===== src/rtl/rv_soc_apb_arb_pkg.sv =====
// Shared types and helpers for the APB peripheral-bus arbiter.
package rv_soc_apb_arb_pkg;

  typedef enum logic [1:0] {
    IDLE   = 2'd0,
    SETUP  = 2'd1,
    ACCESS = 2'd2,
    RESP   = 2'd3
  } apb_arb_state_e;

  // Index width that stays legal (>=1) for single-entry ranges.
  function automatic int unsigned clog2_min1(input int unsigned n);
    return (n > 1) ? $clog2(n) : 1;
  endfunction

endpackage


===== src/rtl/rv_soc_rr_arbiter.sv =====
// Round-robin request picker: searches from ptr upward with wrap-around.
module rv_soc_rr_arbiter
  import rv_soc_apb_arb_pkg::*;
#(
  parameter int unsigned REQUESTERS = 2,
  localparam int unsigned IDX_W = clog2_min1(REQUESTERS)
) (
  input  logic [REQUESTERS-1:0] req,
  input  logic [IDX_W-1:0]      ptr,
  input  logic                  en,
  output logic [REQUESTERS-1:0] grant,
  output logic [IDX_W-1:0]      idx
);

  int unsigned      cand;
  logic [IDX_W-1:0] sel;
  logic             found;

  always_comb begin
    grant = '0;
    idx   = '0;
    found = 1'b0;
    cand  = 0;
    sel   = '0;
    for (int unsigned k = 0; k < REQUESTERS; k++) begin
      cand = k + 32'(ptr);
      if (cand >= REQUESTERS) cand = cand - REQUESTERS;
      sel = IDX_W'(cand);
      if (en && !found && req[sel]) begin
        found      = 1'b1;
        grant[sel] = 1'b1;
        idx        = sel;
      end
    end
  end

endmodule


===== src/rtl/rv_soc_apb_8b_arbiter.sv =====
// Serialises APB transfers from several masters onto one registered APB port,
// with round-robin arbitration and a PREADY watchdog.
module rv_soc_apb_8b_arbiter
  import rv_soc_apb_arb_pkg::*;
#(
  parameter int unsigned MASTERS    = 2,
  parameter int unsigned PADDR_SIZE = 16,
  parameter int unsigned PDATA_SIZE = 8,
  parameter int unsigned TIMEOUT    = 255
) (
  input  logic                      PCLK,
  input  logic                      PRESET,
  input  logic [MASTERS-1:0]        mst_PSEL,
  input  logic [MASTERS-1:0]        mst_PENABLE,
  input  logic [MASTERS-1:0]        mst_PWRITE,
  input  logic [2:0]                mst_PPROT  [MASTERS],
  input  logic [PDATA_SIZE/8-1:0]   mst_PSTRB  [MASTERS],
  input  logic [PADDR_SIZE-1:0]     mst_PADDR  [MASTERS],
  input  logic [PDATA_SIZE-1:0]     mst_PWDATA [MASTERS],
  output logic [PDATA_SIZE-1:0]     mst_PRDATA [MASTERS],
  output logic [MASTERS-1:0]        mst_PREADY,
  output logic [MASTERS-1:0]        mst_PSLVERR,
  output logic                      PSEL,
  output logic                      PENABLE,
  output logic                      PWRITE,
  output logic [2:0]                PPROT,
  output logic [PDATA_SIZE/8-1:0]   PSTRB,
  output logic [PADDR_SIZE-1:0]     PADDR,
  output logic [PDATA_SIZE-1:0]     PWDATA,
  input  logic [PDATA_SIZE-1:0]     PRDATA,
  input  logic                      PREADY,
  input  logic                      PSLVERR,
  output logic [MASTERS-1:0]        grant_o,
  output logic                      timeout_o
);

  localparam int unsigned IDX_W = clog2_min1(MASTERS);
  localparam int unsigned WD_W  = clog2_min1(TIMEOUT + 1);
  localparam logic [WD_W-1:0] WD_LIMIT = WD_W'(TIMEOUT);

  apb_arb_state_e  state, state_next;
  logic [IDX_W-1:0] ptr, owner, win_idx;
  logic [MASTERS-1:0] win_grant;
  logic [WD_W-1:0] wd_cnt;
  logic [PDATA_SIZE-1:0] rdata_q;
  logic slverr_q;
  logic abort;
  logic take;

  rv_soc_rr_arbiter #(.REQUESTERS(MASTERS)) u_rr (
    .req   (mst_PSEL),
    .ptr   (ptr),
    .en    (state == IDLE),
    .grant (win_grant),
    .idx   (win_idx)
  );

  assign take = (state == IDLE) && (|mst_PSEL);

  always_comb begin
    state_next = state;
    abort      = 1'b0;
    case (state)
      IDLE:   if (|mst_PSEL) state_next = SETUP;
      SETUP:  state_next = ACCESS;
      ACCESS: begin
        if (PREADY) begin
          state_next = RESP;
        end else if (TIMEOUT != 0 && wd_cnt == WD_LIMIT) begin
          abort      = 1'b1;
          state_next = RESP;
        end
      end
      RESP:   state_next = IDLE;
      default: state_next = IDLE;
    endcase
  end

  always_ff @(posedge PCLK) begin
    if (PRESET) state <= IDLE;
    else        state <= state_next;
  end

  always_ff @(posedge PCLK) begin
    if (PRESET) begin
      ptr       <= '0;
      owner     <= '0;
      grant_o   <= '0;
      PSEL      <= 1'b0;
      PENABLE   <= 1'b0;
      PWRITE    <= 1'b0;
      PPROT     <= '0;
      PSTRB     <= '0;
      PADDR     <= '0;
      PWDATA    <= '0;
      wd_cnt    <= '0;
      rdata_q   <= '0;
      slverr_q  <= 1'b0;
      timeout_o <= 1'b0;
    end else begin
      timeout_o <= abort;
      // Bus control follows the next state so it is flop-driven, not decoded.
      PSEL      <= (state_next == SETUP) || (state_next == ACCESS);
      PENABLE   <= (state_next == ACCESS);
      if (take) begin
        owner   <= win_idx;
        grant_o <= win_grant;
        PWRITE  <= mst_PWRITE[win_idx];
        PPROT   <= mst_PPROT[win_idx];
        PSTRB   <= mst_PSTRB[win_idx];
        PADDR   <= mst_PADDR[win_idx];
        PWDATA  <= mst_PWDATA[win_idx];
        ptr     <= (win_idx == IDX_W'(MASTERS - 1)) ? '0 : win_idx + 1'b1;
      end
      if (state == RESP) grant_o <= '0;
      if (state == SETUP) begin
        wd_cnt <= '0;
      end else if (state == ACCESS && wd_cnt != '1) begin
        wd_cnt <= wd_cnt + 1'b1;
      end
      if (state == ACCESS) begin
        if (PREADY) begin
          rdata_q  <= PRDATA;
          slverr_q <= PSLVERR;
        end else if (abort) begin
          rdata_q  <= '0;
          slverr_q <= 1'b1;
        end
      end
    end
  end

  always_comb begin
    mst_PREADY  = '0;
    mst_PSLVERR = '0;
    for (int unsigned m = 0; m < MASTERS; m++) begin
      mst_PRDATA[m] = '0;
      if (state == RESP && owner == IDX_W'(m)) begin
        mst_PREADY[m]  = mst_PSEL[m] & mst_PENABLE[m];
        mst_PSLVERR[m] = slverr_q;
        mst_PRDATA[m]  = rdata_q;
      end
    end
  end

endmodule


===== config.mk =====
export PLATFORM = sky130hd
export DESIGN_NAME = rv_soc_apb_8b_arbiter
export DESIGN_NICKNAME = d
export VERILOG_FILES = /design/src/rtl/rv_soc_apb_arb_pkg.sv /design/src/rtl/rv_soc_rr_arbiter.sv /design/src/rtl/rv_soc_apb_8b_arbiter.sv
export SDC_FILE = /design/constraint.sdc
export NUM_CORES = 1
export LEC_CHECK = 0
export BUFFER_PORTS_ARGS = -buffer_cell sky130_fd_sc_hd__buf_2
export CORE_ASPECT_RATIO = 1.75
export CORE_MARGIN = 2
export CORE_UTILIZATION = 45
export DETAILED_ROUTE_END_ITERATION = 12
export PLACE_DENSITY_LB_ADDON = 0.15
export REMOVE_ABC_BUFFERS = 1
export SETUP_SLACK_MARGIN = 0.5
export SLEW_MARGIN = 5
export SYNTH_ARGS = -nofsm -noshare
export SYNTH_HDL_FRONTEND = slang
export SYNTH_SLANG_ARGS = --single-unit
export TNS_END_PERCENT = 1

===== constraint.sdc =====
create_clock -name PCLK -period 2.11 [get_ports PCLK]
set_clock_uncertainty 0.05 [all_clocks]
set_input_delay 0.3165 -clock PCLK [delete_from_list [all_inputs] [get_ports PCLK]]
set_output_delay 0.3165 -clock PCLK [all_outputs]
set_load 0.1 [all_outputs]

==> qor.yml <==
synthMostInstantiatedCell: "dfxtp_1"
clk_pin_slew_ns: 0.09
diodes: 0
grt_max_degree: 37
tightest_slew_ns: 0.595
p_per_area_nw_per_um2: 860
dpl_cell_area_um2: 3300
stdcell_count: 479
min_period_ns: 1.70
htreeDepth: 2
io_pins: 128
die_h_um: 102
critPathLaunchType: "flop"
clk_latency_ns: 0.30
drc: 0
die_x_um: 60.0
netlist_instances: 280
synth_area_um2: 2470
yosysWarnings: 0
finalCritPeriodShare_pct: 80.4
crit_start: "owner$_SDFFE_PP0P_"
drive_above_1_share_pct: 44.4
drv_cap: 0
vias: 2447
cp.required_ns: 1.74
hpwl_um: 4570
power_leakage_nw: 1.66
antenna_found_initial: 0
cts.hold.buffers_added: 0
grt_pass1_vias: 2361
synthDistinctLibCells: 35
start_util_pct: 46.6
synth_commonest_cells: "dfxtp_1, nand2_1, nor2_1"
rows: 35
hold_viol_final: 0
end_kind: "output port"
io_buffer_count: 127
rr_endpoint: "PSEL$_SDFF_PP0_"
ys.flop_type: "dfxtp_1"
first_pass_iters: 4
synth_top_area_share_pct: 44.6
pre_cts_slack_ns: 0.307
final_cell_area_um2: 3610
r2r_cells: 6
totalWireLength_um: 6250
async_reset_ff_share_pct: 0
rsz0062_at_grt: "true"
slew_viol_final: 0
irDropWorstVdd_mv: 0.622
postLayoutCoreUtil_pct: 68.1
hold_class: "input port to flop"
min_path_cells: 2
path_class: "flop to output port"
setup_viol: 0
ant_nets: 0
gp_congestion: 0.786
wl_per_cell_um: 13.0
cts_tree: "built"
viasPerCell: 5.11
dp.cells: 467
core-area_um2: 5300
track_usage_pct: 20.7
p_total_w: 0.00311
worstPathMaxFanout: 5
area_growth_syn_to_layout_pct: 46.2
clock.fmax_mhz: 589
synthTopCellsByArea: "dfxtp_1, a311oi_2, nand2_1"
synth_area_per_cell_um2: 8.82
reg2reg_from: "wd_cnt[1]$_SDFFE_PP0P_"
outcome: "finished clean"
tritoncts.num_buffers: 5
synth_seq_cells: 55
die-area_um2: 6120
synth_edf_count: 0
worst-r2r-setup-slack_ns: 0.51
holdPathEnd: "rdata_q[3]$_SDFFE_PP0P_"
drt_iter0_drc: 50
cts_sinks: 55
relSlewSlack_pct: 60.1
crit_arrival_ns: 1.33
cts_root_buf: "clkbuf_8"
hold_start: "PRDATA[3]"
fin_ws_ns: 0.413
gr-total-overflow: 0
final_nets: 481
grt_pass1_wl_um: 9980
ys_seq_area_share_pct: 44.6
post-synth-top-area-cell: "dfxtp_1"
cts_buffer_depth: 2
[power breakdown]
| group | internal [W] | switching [W] |
|---|---|---|
| registers | 0.00115 | 0.0000625 |
| clock network | 0.000348 | 0.000323 |
| logic | 0.000273 | 0.000954 |
[per-stage QoR]
step                hold WS [ns]  setup TNS (ns)
floorplan                  0.333          -0.198
global placement           0.415               0
detailed placement         0.418               0
CTS                        0.170               0
global route               0.176               0
finish                     0.172               0
[worst max-delay path: stages, from the launching register on]
cell and delay, ns:
dfxtp_4 0.41, and3_4 0.22, and3_1 0.21, buf_12 0.18
[final cells by class]
cell class                 instances  area (um^2)
fill                             439         1690
multi-input combinational        206         1360
clock inverter                     1         30.0
inverter                           2         7.51
sequential                        55         1110
tap                               74         92.6
timing repair buffer             135          933
clock buffer                       6         72.6
[kinds of logic (layout without fill, tap and decap cells)]
group           Yosys count  count (layout)  share of synthesized area (%)
flops                    55              55                           44.6
compound gates           55              55                           21.8
simple gates            139             141                           25.5
mux                       1               1                          0.405
buf+inv                  21             144                           4.20
fa+ha+maj                 2               2                           1.01
xor+xnor                  7               7                           2.48
[placed cells by master, fill, tap and decap left out, types with 3 or more instances in the layout]
cell	count
a21oi_1	7
xor2_1	4
a311oi_2	13
dfxtp_1	51
nand2b_1	5
and2_4	7
buf_4	6
a22o_1	8
dfxtp_4	3
nor2_1	44
buf_12	12
clkbuf_8	5
a222oi_1	5
a311oi_1	11
nand2_1	51
and2_1	13
o2111ai_1	4
and3_1	4
buf_6	10
xnor2_1	3
buf_2	107
[registers in the layout (all words and copies together), names as in the netlist]
register,cells
PENABLE,1
PWRITE,1
state,2
grant_o,2
PSTRB,1
wd_cnt,8
ptr,1
PADDR,16
PPROT,3
rdata_q,8
PWDATA,8
owner,1
PSEL,1
slverr_q,1
timeout_o,1
[per-layer routing]
| layer | wire [um] | track usage [%] |
|---|---|---|
| met1 | 2380 | 22.6 |
| met2 | 3370 | 37.3 |
| met3 | 396 | 5.44 |
| met4 | 93 | 7.52 |
| met5 | 0 | 0 |
[worst max path at each step]
stage / end / slack, ns / depth (start not counted)
final: mst_PREADY[1] / 0.41 / 3
after floorplan: PSEL$_SDFF_PP0_ / -0.10 / 5
after global routing: PSEL$_SDFF_PP0_ / 0.35 / 6
after CTS: mst_PREADY[0] / 0.41 / 4
after detailed placement: PSEL$_SDFF_PP0_ / 0.31 / 6
after global placement: mst_PREADY[0] / 0.37 / 4
[repair_timing]
action | CTS | global route
setup endpoints to repair | 51 | 58
resized for setup | 41 | 11
setup buffers | 1 | 2
gates cloned | 2 | 0
pin swaps | 4 | 5
Power figures use the tool's default switching activity.
